### config.mk
export PLATFORM = sky130hd
export DESIGN_NAME = ebus_diag_responder
export DESIGN_NICKNAME = d
export VERILOG_FILES = /design/src/rtl/ebus_diag_responder.sv
export SDC_FILE = /design/constraint.sdc
export NUM_CORES = 1
export LEC_CHECK = 0
export CORE_ASPECT_RATIO = 0.75
export CORE_MARGIN = 2
export CORE_UTILIZATION = 49
export DETAILED_ROUTE_END_ITERATION = 8
export GPL_TIMING_DRIVEN = 0
export PLACE_DENSITY_LB_ADDON = 0.05
export SLEW_MARGIN = 20
export SYNTH_ARGS = -nofsm -noshare
export SYNTH_HDL_FRONTEND = slang
export SYNTH_SLANG_ARGS = --single-unit
### constraint.sdc
create_clock -name clk -period 4.55 [get_ports clk]
set_input_delay 0.91 -clock clk [delete_from_list [all_inputs] [get_ports clk]]
set_output_delay 0.91 -clock clk [all_outputs]
set_load 0.02 [all_outputs]
### src/rtl/ebus_diag_responder.sv
// ============================================================================
// Module   : ebus_diag_responder
// Purpose  : EBUS diagnostic function responder with read drive window and
//            burst/single-step clock engine. Optional scratch register at
//            index 7 is enabled by defining EBUS_DIAG_SCRATCH_EN.
// Revision : 1.0  initial release
// ============================================================================
`default_nettype none

module ebus_diag_responder #(
  parameter logic [2:0] SEL       = 3'd0,
  parameter int         READ_HOLD = 4
) (
  input  logic        clk,
  input  logic        CROBAR,
  input  logic        diagStrobe,
  input  logic [0:6]  ds,
  input  logic [0:35] ebusDataIn,
  output logic [0:35] ebusDataOut,
  output logic        ebusDriving,
  output logic [0:35] ctrlOut,
  output logic        runEnable,
  output logic        stepPulse
);

  localparam logic [3:0] c_HOLD_INIT = 4'(READ_HOLD);

  logic [0:35] r_ctrl;
  logic        r_runEnable;
  logic        r_stepPulse;
  logic [0:9]  r_burstCount;
  logic        r_done;
  logic [3:0]  r_holdCnt;
  logic [0:35] r_dataOut;

  logic        w_sel;
  logic        w_read;
  logic        w_write;
  logic [2:0]  w_idx;
  logic        w_loadBurst;
  logic        w_clear;
  logic        w_doneSet;
  logic [0:35] w_readData;

  assign w_sel       = diagStrobe && (ds[1:3] == SEL);
  assign w_read      = w_sel && ds[0];
  assign w_write     = w_sel && !ds[0];
  assign w_idx       = ds[4:6];
  assign w_loadBurst = w_write && (w_idx == 3'd1);
  assign w_clear     = w_write && (w_idx == 3'd3);
  // Only a genuine decrement from 1 marks completion; load/clear never do.
  assign w_doneSet   = !w_loadBurst && !w_clear && (r_burstCount == 10'd1);

`ifdef EBUS_DIAG_SCRATCH_EN
  logic [0:35] r_scratch;

  always_ff @(posedge clk) begin
    if (CROBAR) begin
      r_scratch <= '0;
    end else if (w_write && (w_idx == 3'd7)) begin
      r_scratch <= ebusDataIn;
    end
  end
`endif

  always_comb begin
    w_readData = '0;
    case (w_idx)
      3'd0: w_readData = r_ctrl;
      3'd1: w_readData[26:35] = r_burstCount;
      3'd2: begin
        w_readData[35] = r_runEnable;
        w_readData[34] = (r_burstCount != 10'd0);
        w_readData[33] = r_done;
      end
`ifdef EBUS_DIAG_SCRATCH_EN
      3'd7: w_readData = r_scratch;
`endif
      default: w_readData = '0;
    endcase
  end

  always_ff @(posedge clk) begin
    if (CROBAR) begin
      r_ctrl       <= '0;
      r_runEnable  <= 1'b0;
      r_stepPulse  <= 1'b0;
      r_burstCount <= '0;
      r_done       <= 1'b0;
    end else begin
      if (w_write && (w_idx == 3'd0)) begin
        r_ctrl <= ebusDataIn;
      end

      if (w_write && (w_idx == 3'd2)) begin
        r_runEnable <= ebusDataIn[35];
      end else if (w_clear) begin
        r_runEnable <= 1'b0;
      end

      if (w_loadBurst) begin
        r_burstCount <= ebusDataIn[26:35];
        r_stepPulse  <= r_runEnable;
      end else if (w_clear) begin
        r_burstCount <= '0;
        r_stepPulse  <= 1'b0;
      end else if (r_burstCount != 10'd0) begin
        r_burstCount <= r_burstCount - 10'd1;
        r_stepPulse  <= 1'b1;
      end else begin
        r_stepPulse  <= r_runEnable;
      end

      // Set has priority over the status-read clear.
      if (w_doneSet) begin
        r_done <= 1'b1;
      end else if (w_read && (w_idx == 3'd2)) begin
        r_done <= 1'b0;
      end
    end
  end

  // Drive window: a selected read (re)opens it, any other strobe drops it.
  always_ff @(posedge clk) begin
    if (CROBAR) begin
      r_holdCnt <= '0;
      r_dataOut <= '0;
    end else if (w_read) begin
      r_holdCnt <= c_HOLD_INIT;
      r_dataOut <= w_readData;
    end else if (diagStrobe) begin
      r_holdCnt <= '0;
      r_dataOut <= '0;
    end else if (r_holdCnt != 4'd0) begin
      r_holdCnt <= r_holdCnt - 4'd1;
    end
  end

  assign ebusDriving = (r_holdCnt != 4'd0);
  assign ebusDataOut = ebusDriving ? r_dataOut : '0;
  assign ctrlOut     = r_ctrl;
  assign runEnable   = r_runEnable;
  assign stepPulse   = r_stepPulse;

endmodule

`default_nettype wire

==> flow_summary_export.csv <==
group,metric,value,unit
status,status,"complete, no violations",
grt,overflow,0,
sta,tightest_slew,0.740,ns
placed_design,place.gp.congestion,0.874,
power_and_ir_drop,power_frac_clock,25.7,%
setup_path,cp-start-kind,"flop",
sta,finalWorstPathRequiredPeriod,3.82,ns
synthesis,async_flop_share,0,%
final_layout,diodes,0,
grt,antenna_found_initial,0,
power_and_ir_drop,p_leak,1.91,nW
cts,cts_tree,"yes",
final_layout,fin_util,70.6,%
synthesis,syn-cell-area,3720,µm²
sta,fin_worst_skew,0.00519,ns
synthesis,synth.largest_area_cell,"dfxtp_1",
power_and_ir_drop,p_sw,0.000642,W
final_layout,layout.nets,598,
synthesis,synth_area_leaders,"dfxtp_1 48%, nand2_1 8.8%, a22o_1 6.8%, and2_1 6.4%, a21oi_1 5.6%",
grt,grt_pass1_wl,15600,µm
cts,clk_path_buf_depth,2,
sta,rsz0062_at_grt,"no",
power_and_ir_drop,finalPower,0.00190,W
detailed_routing,vias,3375,
detailed_routing,first_pass_iters,4,
floorplanning,initial_core_util,50.6,%
final_layout,layout_commonest_cell,"clkdlybuf4s50_1",
sta,fin_tns_setup,0,ns
placed_design,post-place-ws,1.12,ns
grt,grt_use_total,24.0,%
power_and_ir_drop,internal_power,0.00126,W
power_and_ir_drop,seqPwrFrac,46.5,%
placed_design,dp_hpwl,7390,µm
placed_design,port_buffers,118,
synthesis,yosysWarnings,0,
sta,slew_viol_final,0,
detailed_routing,routed_wirelength,9800,µm
synthesis,synthCells,419,
final_layout,nFillCells,621,
floorplanning,rows,27,
synthesis,synth.avg_cell_area,8.89,µm²
cts,cts_buffers,9,
synthesis,synth_top_area_share,47.8,%
final_layout,drive_gt1_share,7.05,%
cts,root_buffer,"clkbuf_8",
synthesis,synth_edf_count,0,
detailed_routing,drtIter0Drc,155,
detailed_routing,routedWlPerCell,15.0,µm
power_and_ir_drop,combPwrFrac,27.9,%
sta,fmax,0.262,GHz
job,drv_cap,0,
cts,hold_buffers,0,
final_layout,multi_input_area,1780,µm²
cts,cts_resized,0,
detailed_routing,via_per_inst,5.16,
sta,finalHoldViolations,0,
floorplanning,dieArea,8320,µm²
setup_path,arrival,2.91,ns
detailed_routing,route.detailed.drc,0,
floorplanning,core,7360,µm²
sta,finalSetupViolCount,0,
synthesis,ys_seq_area_share,47.8,%
setup_path,path_class,"reg -> out",
setup_path,crit_required,3.64,ns
detailed_routing,ant_nets,0,
synthesis,synth-seq-cells,89,
cts,htreeDepth,3,
hold_path,hp-class,"reg -> reg",
power_and_ir_drop,switching_share,33.8,%
synthesis,synthFlopType,"dfxtp_1",
cts,clk_pin_slew,0.09,ns
floorplanning,ios,121,
sta,fin_crit_sh,83.9,%
power_and_ir_drop,power_density,365,nW/µm²
cts,clock_sinks,89,
final_layout,syn_to_final_growth,39.7,%
cts,insertion_delay,0.35,ns
sta,maxSlewHeadroom,50.5,%
power_and_ir_drop,peakVddDrop,0.293,mV
floorplanning,dieHeight,79.5,µm
final_layout,seq_area,1780,µm²
sta,worst_slack,0.733,ns
synthesis,synth.distinct_cells,44,
synthesis,syn_nets,469,
setup_path,critPathMaxFanout,10,
grt,grt_pass1_vias,3199,
grt,grt_start_max_net_pins,16,
setup_path,crit_path_end_kind,"primary output",
floorplanning,die_x,105,µm
cts,cts_setup_buffers,0,
final_layout,final_cell_mix,"118 x clkdlybuf4s50_1, 89 x dfxtp_1, 87 x nand2_1",
## worst max-delay path, stage by stage (launching register included)
cell,delay (ns)
dfxtp_1,0.34
inv_1,0.08
ha_1,0.20
and2_1,0.13
clkbuf_1,0.14
inv_1,0.09
clkbuf_1,0.32
clkbuf_1,0.42
and2_1,0.21
clkdlybuf4s50_1,0.61
## power by group through the flow
stage	Sequential, W	Clock (W)	Combinational [W]
2_1_floorplan	0.000893	0	0.000363
3_3_place_gp	0.000899	0	0.000510
3_5_place_dp	0.000900	0	0.000521
4_1_cts	0.000882	0.000495	0.000526
5_1_grt	0.000890	0.000522	0.000586
6_report	0.000883	0.000488	0.000529
## final cells by class
cell class,instances,area share [%]
Multi-Input combinational cell,295,34.2
Clock buffer,10,2.45
Timing Repair Buffer,118,22.7
Sequential cell,89,34.2
Buffer,28,2.67
Tap cell,101,2.43
Inverter,7,0.505
Clock inverter,6,0.818
## final timing paths
check                        from               to  slack, ns  cells after the start
setup / recovery     r_holdCnt[0]  ebusDataOut[21]       0.73                      9
hold / removal      r_dataOut[30]    r_dataOut[30]       0.46                      2
setup reg to reg  r_burstCount[7]  r_burstCount[2]       2.71                      6
hold reg to reg     r_dataOut[30]    r_dataOut[30]       0.46                      2
## through the flow
step	area, µm²	std cells	hold WS, ns
final	5200	654	0.456
after global placement	5030	638	0.427
after CTS	5200	654	0.464
after global routing	5200	654	0.491
after floorplan	3720	419	0.417
after detailed placement	5030	638	0.443
## sequential cells by signal (all words and copies together), names as in the netlist
name and flops:
r_holdCnt 4, r_burstCount 10, ctrlOut 36, r_done 1, runEnable 1, r_dataOut 36
stepPulse 1
## metal layers
metal	part of all wire, %	wire [µm]	global-route usage (%)	vias to the layer above
li1	-	-	-	1686
met1	49	4800	32.8	1569
met2	43	4220	36.7	108
met3	6.9	673	7.27	12
met4	1.1	106	6.93	0
met5	0	0	0	-
## cell families after synthesis
logic type / after synthesis / share of synthesized area [%]
compound gates: 94 / 16.9
xor+xnor: 10 / 2.35
fa+ha+maj: 4 / 1.34
buf+inv: 35 / 4.43
flops: 89 / 47.8
mux: 12 / 3.26
simple gates: 175 / 23.9
## synthesized netlist by cell type, types with 4 or more instances
master / number
dfxtp_1: 89
a21oi_1: 42
nor2_1: 16
a22oi_1: 5
a22o_1: 29
ha_1: 4
nand2_1: 87
o21ai_0: 10
xnor2_1: 5
clkbuf_1: 15
mux2i_1: 11
nor3_1: 7
xor2_1: 5
and2_1: 38
inv_1: 7
buf_2: 9
(Power assumes the default switching activity.)
